## src/rtl/led_mode_ctrl_if.sv

```systemverilog
// led_mode_ctrl_if: board-side signal bundle of the LED mode controller.
//   sw    : slide switches (asynchronous to the clock)
//   btn   : push buttons, active-high (asynchronous to the clock)
//   led   : registered LED drive
//   mode  : registered current display mode (debug/test visibility)
// Modports:
//   master : the board/stimulus side; drives sw/btn, observes led/mode
//   slave  : the controller; consumes sw/btn, drives led/mode
interface led_mode_ctrl_if;
   logic [3:0] sw;
   logic [3:0] btn;
   logic [3:0] led;
   logic [1:0] mode;

   modport master (output sw, output btn, input led, input mode);
   modport slave  (input sw, input btn, output led, output mode);
endinterface

```

## src/rtl/led_mode_ctrl.sv

```systemverilog
// led_mode_ctrl: debounced four-button LED controller.
// Buttons select one of four LED sources: live mirror (sw | buttons),
// binary counter, bouncing single-LED chase, and switch-gated blink.
//   btn[0] next mode, btn[1] previous mode, btn[2] run/pause,
//   btn[3] clear pattern state.
// Ports:
//   CLK100MHZ : system clock, the only clock domain
//   ck_rst    : asynchronous active-low reset
//   bus       : led_mode_ctrl_if.slave (sw, btn in; led, mode out)
// Parameters:
//   DB_CYCLES   : stable synchronised cycles needed to accept a button change
//   TICK_CYCLES : pattern step period in clock cycles
module led_mode_ctrl #(
   parameter int DB_CYCLES   = 1_000_000,
   parameter int TICK_CYCLES = 25_000_000
) (
   input  logic             CLK100MHZ,
   input  logic             ck_rst,
   led_mode_ctrl_if.slave   bus
);

   localparam int DB_W   = (DB_CYCLES   > 1) ? $clog2(DB_CYCLES)   : 1;
   localparam int TICK_W = (TICK_CYCLES > 1) ? $clog2(TICK_CYCLES) : 1;
   localparam logic [DB_W-1:0]   DB_LAST   = DB_W'(DB_CYCLES - 1);
   localparam logic [TICK_W-1:0] TICK_LAST = TICK_W'(TICK_CYCLES - 1);

   typedef enum logic [1:0] {
      MIRROR = 2'd0,
      COUNT  = 2'd1,
      CHASE  = 2'd2,
      BLINK  = 2'd3
   } mode_t;

   // synchronisers
   logic [3:0] sw_m, sw_s;
   logic [3:0] btn_m, btn_s;

   // debounce
   logic [3:0]      db;
   logic [3:0]      db_d;
   logic [DB_W-1:0] db_cnt [4];
   logic [3:0]      press;

   // control
   mode_t             mode_r;
   mode_t             mode_nxt;
   logic              run;
   logic              clr;
   logic [TICK_W-1:0] presc;
   logic              tick;

   // pattern state
   logic [3:0] count;
   logic [3:0] pos;
   logic       dir_down;
   logic       phase;
   logic [3:0] led_r;

   // Bounce at the ends: the direction flips on the step that leaves an end.
   function automatic logic chase_dir(input logic [3:0] p, input logic d);
      if (p == 4'b1000)
         return 1'b1;
      else if (p == 4'b0001)
         return 1'b0;
      else
         return d;
   endfunction

   function automatic logic [3:0] chase_pos(input logic [3:0] p, input logic d);
      return chase_dir(p, d) ? (p >> 1) : (p << 1);
   endfunction

   always_ff @(posedge CLK100MHZ or negedge ck_rst) begin
      if (!ck_rst) begin
         sw_m  <= '0;
         sw_s  <= '0;
         btn_m <= '0;
         btn_s <= '0;
      end else begin
         sw_m  <= bus.sw;
         sw_s  <= sw_m;
         btn_m <= bus.btn;
         btn_s <= btn_m;
      end
   end

   // A button is accepted after DB_CYCLES consecutive mismatching cycles;
   // any agreeing cycle restarts the count.
   always_ff @(posedge CLK100MHZ or negedge ck_rst) begin
      if (!ck_rst) begin
         db   <= '0;
         db_d <= '0;
         for (int i = 0; i < 4; i++)
            db_cnt[i] <= '0;
      end else begin
         db_d <= db;
         for (int i = 0; i < 4; i++) begin
            if (btn_s[i] == db[i]) begin
               db_cnt[i] <= '0;
            end else if (db_cnt[i] == DB_LAST) begin
               db[i]     <= ~db[i];
               db_cnt[i] <= '0;
            end else begin
               db_cnt[i] <= db_cnt[i] + DB_W'(1);
            end
         end
      end
   end

   assign press = db & ~db_d;

   // Opposing next/prev presses in one cycle cancel out.
   always_comb begin
      mode_nxt = mode_r;
      if (press[0] && !press[1])
         mode_nxt = mode_t'(mode_r + 2'd1);
      else if (press[1] && !press[0])
         mode_nxt = mode_t'(mode_r - 2'd1);
   end

   assign clr  = press[3] || (mode_nxt != mode_r);
   assign tick = run && (presc == TICK_LAST);

   // Mode, run flag, prescaler, pattern registers and LED drive.
   // led is built from the pre-update pattern values, so a pattern change
   // on one edge reaches the pins on the next.
   always_ff @(posedge CLK100MHZ or negedge ck_rst) begin
      if (!ck_rst) begin
         mode_r   <= MIRROR;
         run      <= 1'b1;
         presc    <= '0;
         count    <= '0;
         pos      <= 4'b0001;
         dir_down <= 1'b0;
         phase    <= 1'b0;
         led_r    <= '0;
      end else begin
         mode_r <= mode_nxt;
         if (press[2])
            run <= ~run;

         if (clr || presc == TICK_LAST)
            presc <= '0;
         else
            presc <= presc + TICK_W'(1);

         if (clr) begin
            count    <= '0;
            pos      <= 4'b0001;
            dir_down <= 1'b0;
            phase    <= 1'b0;
         end else if (tick) begin
            case (mode_r)
               COUNT:   count <= count + 4'd1;
               CHASE: begin
                  pos      <= chase_pos(pos, dir_down);
                  dir_down <= chase_dir(pos, dir_down);
               end
               BLINK:   phase <= ~phase;
               default: ;
            endcase
         end

         case (mode_r)
            MIRROR:  led_r <= sw_s | db;
            COUNT:   led_r <= count;
            CHASE:   led_r <= pos;
            BLINK:   led_r <= phase ? sw_s : 4'b0000;
            default: led_r <= '0;
         endcase
      end
   end

   assign bus.led  = led_r;
   assign bus.mode = mode_r;

endmodule
```

## src/flat_wrapper.sv

```systemverilog
// flat-port wrapper written by rule: the top's interface ports become plain ports
module led_mode_ctrl_flat 
#(
   parameter int DB_CYCLES   = 1_000_000,
   parameter int TICK_CYCLES = 25_000_000
)
  (CLK100MHZ, ck_rst, bus_sw, bus_btn, bus_led, bus_mode);
  led_mode_ctrl_if bus_i ();
  input  logic CLK100MHZ;
  input  logic ck_rst;
  input wire logic [$bits(bus_i.sw)-1:0] bus_sw;
  input wire logic [$bits(bus_i.btn)-1:0] bus_btn;
  output wire logic [$bits(bus_i.led)-1:0] bus_led;
  output wire logic [$bits(bus_i.mode)-1:0] bus_mode;
  assign bus_i.sw = bus_sw;
  assign bus_i.btn = bus_btn;
  assign bus_led = bus_i.led;
  assign bus_mode = bus_i.mode;
  led_mode_ctrl #(.DB_CYCLES(DB_CYCLES), .TICK_CYCLES(TICK_CYCLES)) u_core (.CLK100MHZ(CLK100MHZ), .ck_rst(ck_rst), .bus(bus_i));
endmodule
```

## config.mk

```make
export PLATFORM = sky130hd
export DESIGN_NAME = led_mode_ctrl_flat
export DESIGN_NICKNAME = d
export VERILOG_FILES = /design/src/rtl/led_mode_ctrl_if.sv /design/src/rtl/led_mode_ctrl.sv /design/src/flat_wrapper.sv
export SDC_FILE = /design/constraint.sdc
export NUM_CORES = 1
export LEC_CHECK = 0
export CAP_MARGIN = 30
export CORE_AREA = 2 2 133 135
export CTS_BUF_LIST = sky130_fd_sc_hd__clkbuf_2
export CTS_CLUSTER_DIAMETER = 30
export DETAILED_ROUTE_END_ITERATION = 12
export DIE_AREA = 0 0 135 137
export GPL_ROUTABILITY_DRIVEN = 0
export SKIP_LAST_GASP = 1
export SYNTH_ARGS = -nofsm -noshare
export SYNTH_HDL_FRONTEND = slang
export SYNTH_SLANG_ARGS = --single-unit
```

## constraint.sdc

```tcl
create_clock -name CLK100MHZ -period 2.22 [get_ports CLK100MHZ]
set_input_delay 0.333 -clock CLK100MHZ [delete_from_list [all_inputs] [get_ports CLK100MHZ]]
set_output_delay 0.333 -clock CLK100MHZ [all_outputs]
set_load 0.1 [all_outputs]
```

; Word-level counts from Yosys, hierarchy flattened
; Index checks and enable logic that the tools add are counted.
[op_classes]
addsub = 8
n_eq_ne = 15
muxes = 29
bitwise = 13
n_reduce_logical = 19
[op_table]
columns = op, n
row1 = $mux 20, 8
row2 = $add 20x1->20 const B, 4
row3 = $eq 20x20->1 const B, 4
row4 = $mux 4, 8
row5 = $add 25x1->25 const B, 1
row6 = $eq 25x25->1 const B, 1
row7 = $mux 25, 1
row8 = $pmux 4 s4, 1
row9 = $reduce_and 2->1, 7
row10 = $not 1->1, 10
row11 = $mux 1, 9
row12 = $reduce_bool 2->1, 4
row13 = $add 4x1->4 const B, 1
row14 = $and 4x4->4, 1
row15 = $eq 1x1->1, 4
row16 = $eq 2x2->1 const B, 2
row17 = $eq 4x1->1 const B, 1
row18 = $eq 4x4->1 const B, 1
row19 = $mux 2, 2
row20 = $not 4->4, 1
row21 = $or 4x4->4, 1
row22 = $logic_and 1x1->1, 3
row23 = $add 2x1->2 const B, 1
row24 = $eq 2x1->1 const B, 1
row25 = 5 further kinds, 7
[totals]
reg_bits = 146
in_bits = 10
output_inout_bits = 6
word_cells = 105

; Longest topological paths before layout
[logic_depth]
depth_word = 13
mapped_depth = 8
ltp_nobuf = 6

; Least setup slack after synthesis
; OpenSTA, ideal clock, no wires.
[synth_path]
kind = flip-flop to flip-flop
from = reg u_core.mode_r[1] (netlist: u_core.bus.mode[1])
to = reg u_core.dir_down
setup_ns = 0.142
arrival_time_ns = 2.127
t_required_ns = 2.078
setup_slack_ns = -0.049
stages_incl_launch_ff = 6
n_path_buf = 0
period_less_slack_ns = 2.269
cell_sequence = dfrtp_1 -> ha_1 -> nand3_1 -> nor4_2 -> and3_1 -> nor3_1
[synth_between]
elab_chain_cells = 7
word_cells_on_any_way = 11
cone_classes = add/sub: 2 / eq/ne: 2 / mux: 3 / reduce/logical: 4
[synth_rtl]
columns = element, line
row1 = start: declaration, led_mode_ctrl.sv:45  ; mode_t mode_r;
row2 = start signal: assignment, led_mode_ctrl.sv:138  ; mode_r <= mode_nxt;
row3 = $sub 2x1->2, led_mode_ctrl.sv:118  ; mode_nxt = mode_t'(mode_r - 2'd1);
row4 = $mux 2, led_mode_ctrl.sv:117  ; else if (press[1] && !press[0])
row5 = $mux 2, led_mode_ctrl.sv:115  ; if (press[0] && !press[1])
row6 = $ne 2x2->1, led_mode_ctrl.sv:121  ; assign clr = press[3] || (mode_nxt != mode_r);
row7 = $logic_or 1x1->1, led_mode_ctrl.sv:121
row8 = $reduce_bool 2->1 (no line), --
row9 = $reduce_and 2->1 (no line), --
row10 = end signal: assignment, led_mode_ctrl.sv:157  ; dir_down <= chase_dir(pos, dir_down);
row11 = end: declaration, led_mode_ctrl.sv:55  ; logic dir_down;
; Several ways; a longest one is shown, not always the timed one.
; A chain may end at the register's enable or synchronous reset.

; Final worst setup path
[layout_path]
from = reg u_core.presc[12]
to = reg u_core.count[3]
[layout_between]
elab_chain_cells = 4
[layout_rtl]
columns = element, line
row1 = start: declaration, led_mode_ctrl.sv:49  ; logic [TICK_W-1:0] presc;
row2 = start signal: assignment, led_mode_ctrl.sv:145  ; presc <= presc + TICK_W'(1);
row3 = $eq 25x25->1, led_mode_ctrl.sv:122  ; assign tick = run && (presc == TICK_LAST);
row4 = $logic_and 1x1->1, led_mode_ctrl.sv:122
row5 = $reduce_bool 2->1 (no line), --
row6 = $reduce_and 2->1 (no line), --
row7 = end signal: assignment, led_mode_ctrl.sv:154  ; COUNT: count <= count + 4'd1;
row8 = end: declaration, led_mode_ctrl.sv:53  ; logic [3:0] count;
; No other way between the ends.

==> results.ini <==
[setup_path]
path_max_fanout = 6
start_kind = register
cpPeakStageDelay_ns = 0.51
reg2reg_depth = 5
path_buf_inv = 0
cp_slowest_cell = or4_1
cp_num_cells = 5
critPathTopFamily = simple AND/OR/NAND/NOR gates
worst_ep_arrival_time_ns = 2.77
cp.required_ns = 2.90
worstSetupEndpointType = register
cp_cell_sequence = and4_1 -> nand4_2 -> or3_4 -> or4_1 -> a21oi_1
worstSetupPathType = reg -> reg

[job]
drv_cap = 0

[sta]
setup_violations = 0
tightest_slew_ns = 0.607
slew_viol_final = 0
finalClockSkew_ns = 0.0356
slew_headroom = 0.595
setup_ws_ns = 0.135
fmax_ghz = 0.480
hold_ws_ns = 0.116
fin_setup_tns_ns = 0
rsz0062_at_grt = no
min_period_over_period = 0.939
final_hold_viol_count = 0
period_minus_slack_ns = 2.09

[logic_synthesis]
synth_area_leaders = dfrtp_1, nor2_1, xor2_1, xnor2_1, nand3_1
synth_fa_ha_area_frac = 0.0217
synthMuxAreaShare = 0.00786
ys.flop_type = dfrtp_1
synth_edf_count = 0
syn_nets = 668
ys_seq_area_frac = 0.547
postSynthCellCount = 648
synth-async-reset-ratio = 1.00
ys_seq_elements = 146
syn_area_um2 = 6690
post_synth_and_or_nand_nor_area_fraction = 0.243
avgSynthCellArea_um2 = 10.3
synth_top_family_by_area = simple AND/OR/NAND/NOR gates
synth.top_cell.area_share = 0.539
yosys_warnings = 0
synth-xor-area-share = 0.131
synth_top_area_cell = dfrtp_1
synth_cell_type_count = 49
synth_compound_area_frac = 0.0326

[clocking]
htree_levels = 4
cts-root-buf = clkbuf_2
clk_latency_ns = 0.74
clock_sinks = 146
clk_path_buf_depth = 2
cts_tree = yes
cts_made_buffers = 17
clk_pin_slew_ns = 0.21

[global_route]
gr-total-overflow = 0
grt_max_degree = 65
grt_pass1_vias = 4538
grt_pass1_wl_um = 21300
antenna_found_initial = 1
grtUsageTotal = 0.145

[finish]
drive_above_1_share = 0.0989
area_growth_pct = 12.3
nets = 715
fillers = 1657

[power]
pwr-share-comb = 0.044
power.share.clock = 0.320
power_mw = 4.29
ir_worst_vdd_mv = 0.416
p_sw_mw = 1.12
internal_power_mw = 3.17
leakage_nw = 3.27
powerDensity_nw_per_um2 = 571
power_frac_seq = 0.636
swShare = 0.261

[routing]
finalWirelength_um = 12100
wl_per_cell_um = 12.9
drt-vias-per-instance = 4.99
drt-pass1-iter-count = 4
remaining_drc_errors = 0
first_iter_violations = 258
antenna_left = 0
dr_total_vias = 4659

[placement]
dp_slack_ns = 0.155
dpl.hpwl_um = 8230
portBuffers = 15

[die]
die_x_um = 135
die_y_um = 137
die_area_um2 = 18500
coreArea_um2 = 17100
rows = 48
ios = 16
start_util = 0.392

[min_path]
hold_path_class = in -> async

[outcome]
status = finished, final reports clean

[metal layers]
metal / global-route usage / vias to the layer above / routed length [um]
li1: - / 2316 / -
met1: 0.192 / 2282 / 5970
met2: 0.226 / 42 / 5530
met3: 0.0348 / 19 / 309
met4: 0.0700 / 0 / 258
met5: 0 / - / 0
[registers in the layout, indices dropped and copies added (netlist names)]
signal           cells
u_core.count         4
u_core.dir_down      1
u_core.db_cnt       80
u_core.db_d          4
u_core.btn_s         4
u_core.presc        25
u_core.sw_m          4
u_core.sw_s          4
u_core.db            4
u_core.pos           4
u_core.bus.led       4
u_core.bus.mode      2
u_core.run           1
u_core.phase         1
u_core.btn_m         4
[cell type report]
type | instances | area (um2) | area share
Multi-Input combinational cell | 474 | 2930 | 0.391
Timing Repair Buffer | 40 | 372 | 0.0495
Clock buffer | 19 | 95.1 | 0.0127
Tap cell | 225 | 282 | 0.0375
Sequential cell | 146 | 3660 | 0.487
Antenna cell | 1 | 2.50 | 0.000333
Inverter | 16 | 60.1 | 0.00800
Clock inverter | 13 | 109 | 0.0145
[placed cells by master, fill, tap and decap left out, types with 4 or more instances in the layout]
| cell type | instances |
|---|---|
| or2_2 | 4 |
| nor2b_1 | 4 |
| dfrtp_1 | 143 |
| dlygate4sd3_1 | 9 |
| nor4b_1 | 5 |
| inv_1 | 16 |
| buf_4 | 20 |
| xnor2_1 | 46 |
| xor2_1 | 54 |
| clkinvlp_4 | 4 |
| nor4_1 | 6 |
| clkbuf_2 | 19 |
| nand2_1 | 38 |
| clkdlybuf4s50_1 | 8 |
| a21oi_1 | 7 |
| nand4_1 | 18 |
| and3_1 | 21 |
| and4_1 | 11 |
| nor2_1 | 127 |
| ha_1 | 10 |
| nor3_1 | 17 |
| o21ai_0 | 9 |
| nand3_1 | 52 |
[final timing paths]
check / from / end / slack, ns
worst max-delay path: u_core.presc[12] / u_core.count[3] / 0.13
worst min-delay path: ck_rst / u_core.db_cnt[21] / 0.12
worst max register to register: u_core.presc[12] / u_core.count[3] / 0.13
worst min register to register: u_core.sw_m[1] / u_core.sw_s[1] / 0.36
max in group asynchronous: ck_rst / u_core.db_cnt[5] / 1.40
min in group CLK100MHZ: u_core.sw_m[1] / u_core.sw_s[1] / 0.36
[power groups by stage]
| stage | clock, mW | combinational, mW | sequential [mW] |
|---|---|---|---|
| after floorplan | 0 | 0.0551 | 2.79 |
| after global placement | 0 | 0.179 | 2.77 |
| after detailed placement | 0 | 0.183 | 2.77 |
| after CTS | 1.45 | 0.197 | 2.73 |
| after global routing | 1.56 | 0.215 | 2.73 |
| final | 1.37 | 0.189 | 2.73 |
[logic make-up (layout without fill, tap and decap cells)]
group           after synthesis  after routing
fa+ha+maj                    12             12
mux                           5              5
xor+xnor                    100            100
other cells                   0              1
simple gates                323            323
buf+inv                      28             88
flops                       146            146
compound gates               34             34
[per-stage QoR]
stage	cell area [um2]	util	cells
5_1_grt	7510	0.440	934
6_report	7510	0.440	934
3_5_place_dp	7200	0.422	892
3_3_place_gp	7200	0.422	892
2_1_floorplan	6690	-	648
4_1_cts	7490	0.439	933
[cells in the mapped netlist, drive strengths merged (7+ instances only)]
cell,count
nand2,38
dfrtp,144
nor3,18
a21oi,7
and3,21
nor4,8
nand3,52
clkbuf,9
nor2,127
xnor2,46
o21ai,10
ha,10
and4,11
nand4,19
xor2,54
inv,16
[worst register-to-register path, delay by kind of cell, from the launching register on]
kind / cells / cell delay [ns]
compound gates: 1 / 0.15
simple gates: 4 / 1.42
flops: 1 / 0.47
[repair_timing]
action	4_1_cts	5_1_grt
hold endpoints to repair	132	0
setup buffers	0	0
endpoints found under the setup margin	0	2
gates resized for setup	0	2
hold buffers	9	0
(Power assumes the default switching activity.)
